### src/rtl/core_pkg.sv
// core_pkg: shared phase encoding and constants for the instruction-cycle sequencer
package core_pkg;
  typedef enum logic [4:0] {
    IDLE = 5'b00001,
    Q1   = 5'b00010,
    Q2   = 5'b00100,
    Q3   = 5'b01000,
    Q4   = 5'b10000
  } phase_t;
  localparam logic [1:0] PHASE_Q1 = 2'd0;
  localparam logic [1:0] PHASE_Q2 = 2'd1;
  localparam logic [1:0] PHASE_Q3 = 2'd2;
  localparam logic [1:0] PHASE_Q4 = 2'd3;
  localparam int CNT_W_DEFAULT = 16;
endpackage

### src/rtl/cycle_sequencer.sv
// cycle_sequencer: registered 4-phase instruction-cycle controller with run/step,
// branch/skip flush and a retired-instruction counter.
module cycle_sequencer
  import core_pkg::*;
#(
  parameter int CNT_W = CNT_W_DEFAULT
) (
  input  logic             clk,
  input  logic             reset,
  input  logic             run,
  input  logic             step,
  input  logic             branch_take,
  input  logic             skip_take,
  output logic             q1_fetch,
  output logic             q2_data,
  output logic             q3_alu,
  output logic             q4_save,
  output logic             wb_en,
  output logic             inst_valid,
  output logic             pc_inc,
  output logic             pc_load,
  output logic [1:0]       phase,
  output logic             busy,
  output logic [CNT_W-1:0] retired
);
  phase_t           state_q, state_d;
  logic             step_pend_q, step_pend_d;
  logic             flush_pend_q, flush_pend_d;
  logic             inst_valid_q, inst_valid_d;
  logic             branch_q, branch_d;
  logic [CNT_W-1:0] retired_q, retired_d;
  logic             start, sample;

  always_ff @(posedge clk or negedge reset) begin
    if (!reset) begin
      state_q      <= IDLE;
      step_pend_q  <= 1'b0;
      flush_pend_q <= 1'b0;
      inst_valid_q <= 1'b1;
      branch_q     <= 1'b0;
      retired_q    <= '0;
    end else begin
      state_q      <= state_d;
      step_pend_q  <= step_pend_d;
      flush_pend_q <= flush_pend_d;
      inst_valid_q <= inst_valid_d;
      branch_q     <= branch_d;
      retired_q    <= retired_d;
    end
  end

  // A new cycle may only begin from IDLE or as the back-to-back successor of Q4.
  always_comb begin
    start        = (state_q == IDLE || state_q == Q4) && (run || step_pend_q);
    sample       = state_q == Q3 && inst_valid_q;
    state_d      = start ? Q1 :
                   state_q == Q1 ? Q2 :
                   state_q == Q2 ? Q3 :
                   state_q == Q3 ? Q4 : IDLE;
    step_pend_d  = start ? 1'b0 : step_pend_q | (step & ~run);
    flush_pend_d = start ? 1'b0 : flush_pend_q | (sample & (branch_take | skip_take));
    inst_valid_d = start ? ~flush_pend_q : inst_valid_q;
    branch_d     = state_q == Q3 ? sample & branch_take : branch_q;
    retired_d    = retired_q + {{(CNT_W-1){1'b0}}, state_q == Q4 && inst_valid_q};
  end

  always_comb begin
    q1_fetch   = state_q == Q1;
    q2_data    = state_q == Q2;
    q3_alu     = state_q == Q3;
    q4_save    = state_q == Q4;
    wb_en      = q4_save & inst_valid_q;
    pc_load    = q4_save & branch_q;
    pc_inc     = q4_save & ~branch_q;
    inst_valid = inst_valid_q;
    busy       = state_q != IDLE;
    retired    = retired_q;
    phase      = q2_data ? PHASE_Q2 : q3_alu ? PHASE_Q3 : q4_save ? PHASE_Q4 : PHASE_Q1;
  end
endmodule

### config.mk
export PLATFORM = sky130hd
export DESIGN_NAME = cycle_sequencer
export DESIGN_NICKNAME = d
export VERILOG_FILES = /design/src/rtl/core_pkg.sv /design/src/rtl/cycle_sequencer.sv
export SDC_FILE = /design/constraint.sdc
export NUM_CORES = 1
export LEC_CHECK = 0
export ABC_AREA = 0
export CAP_MARGIN = 20
export CORE_MARGIN = 2
export CORE_UTILIZATION = 45
export DETAILED_ROUTE_END_ITERATION = 12
export PLACE_DENSITY = 0.81
export SLEW_MARGIN = 20
export SYNTH_ARGS = -nofsm -noshare
export SYNTH_HDL_FRONTEND = slang
export SYNTH_SLANG_ARGS = --single-unit
### constraint.sdc
create_clock -name clk -period 3.1 [get_ports clk]
set_input_delay 0.465 -clock clk [delete_from_list [all_inputs] [get_ports clk]]
set_output_delay 0.465 -clock clk [all_outputs]
set_load 0.05 [all_outputs]
[After elaboration in Yosys (flattened, before gate mapping)]
Cells that the tools add are included.
Storage, ports and cells
  flip-flop bits (word level): 25
  input bits: 6
  output and inout port bits: 27
Operators by class
  $add $sub $neg: 1
  eq/ne operators: 6
  muxes and demuxes: 9
  bitwise gates (word level): 12
  reduce and logical (&&, ||, !) cells: 5
Operators by type and width (count)
  2-to-1 mux 5 bit: 4
  adder 16 x 1 -> 16 bit: 1
  bitwise AND 1 bit: 6
  2-to-1 mux 2 bit: 3
  equality test 5 x 1 -> 1 bit, second input constant: 1
  equality test 5 x 2 -> 1 bit, second input constant: 1
  equality test 5 x 3 -> 1 bit, second input constant: 1
  equality test 5 x 4 -> 1 bit, second input constant: 1
  equality test 5 bit, second input constant: 1
  inequality test 5 x 1 -> 1 bit, second input constant: 1
  logical AND 1 bit: 3
  NOT 1 bit: 3
  OR 1 bit: 3
  logical OR 1 bit: 2
  2-to-1 mux 1 bit: 2

[Logic depth before layout (Yosys ltp)]
Gate-level depths: netlist (run 1).
  depth in word-level cells: 5
  gate-level depth with buffers: 8
  mapped depth without buffers: 8

[Least setup slack after synthesis (run 1)]
OpenSTA, ideal clock, no wires.
  path type: register to register
  start: reg state_q[1]
  end: reg retired_q[8] (netlist: retired[8])
  setup time: 142 ps
  data arrival time: 3138 ps
  required time: 2958 ps
  setup slack: -180 ps
  cell stages (with the launch flop): 9
  path through: dfrtp_1 > or3_4 > nor3b_2 > and2_1 > ha_1 > ha_1 > and4_1 > nand4_1 > xnor2_1
On the way
  word-level cells in the longest chain between the ends: 3
Ends and longest elaborated chain
  start, declared: RTL line cycle_sequencer.sv:26  | phase_t state_q, state_d;
  start signal, assigned: RTL line cycle_sequencer.sv:43  | state_q <= state_d;
  equality test 5 bit
  via q4_save: RTL line cycle_sequencer.sv:17  | output logic q4_save,
  logical AND 1 bit: RTL line cycle_sequencer.sv:64  | retired_d = retired_q + {{(CNT_W-1){1'b0}}, state_q == Q4 && inst_valid_q};
  adder 16 x 1 -> 16 bit: RTL line cycle_sequencer.sv:64
  via retired_d[8]: RTL line cycle_sequencer.sv:31  | logic [CNT_W-1:0] retired_q, retired_d;
  end signal, assigned: RTL line cycle_sequencer.sv:48  | retired_q <= retired_d;
  end, declared: RTL line cycle_sequencer.sv:31
The timed path passes the listed nets, and every way through them passes these cells.
A chain may end at the register's enable or synchronous reset.

[Worst setup path in the final report (run 1)]
  start: reg state_q[1]
  end: out pc_inc
On the way
  word-level cells in the longest chain between the ends: 2
Ends and longest elaborated chain
  equality test 5 bit: RTL line cycle_sequencer.sv:71  | q4_save = state_q == Q4;
  bitwise AND 1 bit: RTL line cycle_sequencer.sv:74  | pc_inc = q4_save & ~branch_q;
  end, declared: RTL line cycle_sequencer.sv:20  | output logic pc_inc,
No other way between the ends.

==> reports/qor.log, run 1 <==
INFO  outcome        status=complete, no violations
INFO  floorplanning  die_width=54.7um
INFO  sta            setup-violations-final=0
INFO  detailed_routing detail_route.drc_violations=0
INFO  worst_setup_path reg2reg_to=retired[8]
INFO  sta            final.hold.worst_slack=0.475ns
INFO  global_route   grt_pass1_vias=907
INFO  job            timing.max_cap.violations=0
INFO  clock_network  cts.path.max_buffers=2
INFO  floorplanning  fp-row-count=18
INFO  floorplanning  dieArea=2990um2
INFO  worst_setup_path crit-reg2reg-launch=state_q[1]
INFO  synthesis      syn-num-nets=105
INFO  clock_network  cts.hold.buffers_added=0
INFO  clock_network  clk_latency=0.33ns
INFO  synthesis      yosys_warning_count=0
INFO  clock_network  numClockSinks=25
INFO  final_layout   syn2layout_area_growth=35.2%
INFO  sta            worst-slew-pin-transition=0.517ns
INFO  clock_network  tritoncts_clock_tree=done
INFO  sta            maxSlewViolCount=0
INFO  worst_setup_path ff2ff_path_depth=8
INFO  sta            final_period_minus_worst_setup_slack=2.93ns
INFO  global_route   antenna_found_initial=0
INFO  final_layout   nets=143
INFO  detailed_routing postRouteWirelength=2520um
INFO  clock_network  clk_pin_slew=0.14ns
INFO  synthesis      mappedNetlistArea=1160um2
INFO  detailed_routing topRoutingLayerUsed=met4
INFO  synthesis      synth-async-reset-ratio=100%
INFO  final_layout   drive_above_1_share=12.0%
INFO  pwr            static-leakage-power=0.000723uW
INFO  global_route   grt_util_all_layers=20.6%
INFO  worst_setup_path critPathKind=reg -> out
INFO  detailed_routing wl_met3=201um
INFO  detailed_routing via_count=900
INFO  detailed_routing dr_wl_met2=1230um
INFO  global_route   grt_start_max_net_pins=26
INFO  pwr            vdd_drop_max=674uV
INFO  synthesis      synth.ff_latch_count=25
INFO  global_route   grt_first_pass_wirelength=4240um
INFO  sta            timing.clock.skew=0.0113ns
INFO  sta            fin_crit_sh=94.6%
INFO  global_route   grt.overflow.total=0
INFO  detailed_routing vias_per_cell=5.52
INFO  worst_setup_path worstPathRequired=2.63ns
INFO  place          globalplace.congestion=0.765
INFO  sta            timing.fmax=0.341GHz
INFO  floorplanning  coreArea=2450um2
INFO  sta            slew-limit-headroom=65.4%
INFO  synthesis      synth_cell_types=31
INFO  detailed_routing dr.pass1.iters=4
INFO  clock_network  cts_root_buf=clkbuf_4
INFO  synthesis      seq_area_frac_synth=54.3%
INFO  final_layout   n_antenna_cell=0
INFO  detailed_routing wl_met1=1030um
INFO  worst_hold_path min_path_type=in -> async
INFO  worst_setup_path worst_path_max_fanout=6
INFO  detailed_routing number_of_design_rule_violations_left_by_the_first_detailed_router_iteration=12
INFO  worst_setup_path crit_path_start=state_q[1]
INFO  detailed_routing number_of_nets_with_antenna_violations_after_routing=0
INFO  final_layout   finish.utilization=63.7%
INFO  clock_network  number_of_buffers_created_by_cts=3
INFO  place          hpwlAfterDp=1860um
INFO  synthesis      synth-edff-count=0
INFO  place          dp_cells=159
INFO  worst_setup_path worst_setup_sp_type=flip-flop
INFO  floorplanning  floorplan.initialDensity=47.1%
INFO  sta            totalNegativeSetupSlack=0ns
INFO  floorplanning  ios=33
INFO  synthesis      postSynthCellCount=96
INFO  worst_setup_path critical_path_data_arrival_time=2.47ns
INFO  clock_network  cts_max_level=1
INFO  synthesis      synth_top_flop_cell=dfrtp_1
INFO  worst_setup_path crit_path_end_kind=primary output
INFO  synthesis      synthesis.area_per_instance=12.0um2
INFO  sta            rsz0062_at_grt=no
INFO  sta            final_hold_viol_count=0
INFO  place          place.port_buffers=32
INFO  worst_setup_path minimum_setup_slack_among_reg_to_reg_paths=0.61ns
INFO  floorplanning  dieHeight=54.7um
INFO  worst_setup_path worst_setup_ep=pc_inc
INFO  detailed_routing routed_wire_length_per_instance=15.5um
INFO  final_layout   number_of_standard_cells_in_the_layout_taps_in_and_fillers_out=163
INFO  pwr            p_per_cell_area=559nW/um2
## layout by cell type, fill, tap and decap left out, drive strengths merged
master and n:
nand3 5, clkdlybuf4s50 31, dfrtp 23, nor3 3, mux2i 1, dlymetal6s2s 1, nor4 2, clkinvlp 1
nand2 5, nand4 5, and3b 2, and2 7, and4 4, and4bb 1, inv 2, nor2 2
nor3b 1, or3 1, clkbuf 3, dfstp 2, or2 2, nand4b 1, o21ai 1, buf 2
nor2b 1, ha 3, mux2 1, or3b 1, a21oi 1, xor2 4, xnor2 11, o2111ai 1
and3 2
## cell families (layout without fill, tap and decap cells)
group | after synthesis | in the layout | synth area share (%)
simple gates | 45 | 45 | 26.2
xor+xnor | 15 | 15 | 11.4
compound gates | 3 | 3 | 1.62
buf+inv | 3 | 40 | 1.08
fa+ha+maj | 3 | 3 | 3.25
flops | 25 | 25 | 54.3
mux | 2 | 2 | 2.16
## synthesized netlist by cell type (2+ instances only)
cell type | n | area, um2
nand2_1 | 5 | 18.8
or2_2 | 2 | 12.5
xnor2_1 | 11 | 96.3
nor2_1 | 2 | 7.51
dfstp_2 | 2 | 52.6
inv_1 | 2 | 7.51
and4_1 | 4 | 35.0
and3_1 | 2 | 12.5
nand3_1 | 5 | 25.0
nor3_1 | 2 | 10.0
nor4_1 | 2 | 12.5
nand4_1 | 5 | 31.3
ha_1 | 3 | 37.5
xor2_1 | 4 | 35.0
and3b_1 | 2 | 17.5
and2_1 | 6 | 37.5
dfrtp_1 | 23 | 576
## how the worst min path moves through the flow
| stage | cells after the start | startpoint | endpoint |
|---|---|---|---|
| 2_1_floorplan | 0 | reset | branch_q |
| 3_3_place_gp | 1 | retired[15] | retired[15] |
| 3_5_place_dp | 1 | retired[15] | retired[15] |
| 4_1_cts | 2 | reset | retired[12] |
| 5_1_grt | 2 | reset | retired[9] |
| 6_report | 2 | reset | retired[12] |
## where the power goes
group	switching, uW	leakage (uW)	total [uW]	internal (uW)
sequential	39.0	0.000335	409	370
clock	104	0.0000139	153	49.5
combinational	188	0.000374	312	123
## layer usage
layer / track usage, % / up-vias
met4: 13.8 / 0
li1: - / 419
met3: 5.46 / 5
met5: 0 / -
met2: 33.1 / 39
met1: 24.0 / 437
## flip-flops by register name, indices dropped and copies added, names as in the netlist
name and cells:
branch_q 1, state_q 5, flush_pend_q 1, step_pend_q 1, retired 16, inst_valid 1
## through the flow
step	total power [uW]	setup slack (ns)	area [um2]
floorplan	623	0.0373	1160
global placement	719	0.547	1530
detailed placement	728	0.478	1530
CTS	886	0.0831	1560
global route	920	0.0485	1560
finish	874	0.169	1560
## layout make-up
class | instances | area (um2)
Fill cell | 204 | 892
Sequential cell | 25 | 628
Multi-Input combinational cell | 68 | 522
Timing Repair Buffer | 34 | 338
Tap cell | 30 | 37.5
Clock buffer | 3 | 22.5
Clock inverter | 1 | 7.51
Inverter | 2 | 7.51
## worst max-delay path, stage by stage, from the launching register on
cell	delay, ns
dfrtp_1	0.44
or3_4	0.44
nor3b_4	0.27
and2_1	0.17
clkdlybuf4s50_1	0.81
## repair_timing
| item | CTS | global route |
|---|---|---|
| resized for setup | 0 | 1 |
| buffers inserted | 0 | 0 |
| hold endpoints to repair | 0 | 0 |
| setup endpoints to repair | 0 | 1 |
(Power assumes the default switching activity.)
==> inputs of run 2 (changes only) <==
--- a/config.mk
+++ b/config.mk
@@ -9,6 +9,7 @@
 export CAP_MARGIN = 20
 export CORE_MARGIN = 2
 export CORE_UTILIZATION = 45
+export CTS_CLUSTER_SIZE = 28
 export DETAILED_ROUTE_END_ITERATION = 12
 export PLACE_DENSITY = 0.81
 export SLEW_MARGIN = 20
==> results of run 2 <==
The final DEF is identical to that of run 1; final timing and power are the same.
==> inputs of run 3 (changes only) <==
--- a/config.mk
+++ b/config.mk
@@ -12,6 +12,7 @@
 export CTS_CLUSTER_SIZE = 28
 export DETAILED_ROUTE_END_ITERATION = 12
 export PLACE_DENSITY = 0.81
+export SKIP_CTS_REPAIR_TIMING = 1
 export SLEW_MARGIN = 20
 export SYNTH_ARGS = -nofsm -noshare
 export SYNTH_HDL_FRONTEND = slang
==> results of run 3 <==
The final DEF is identical to that of run 1; final timing and power are the same.
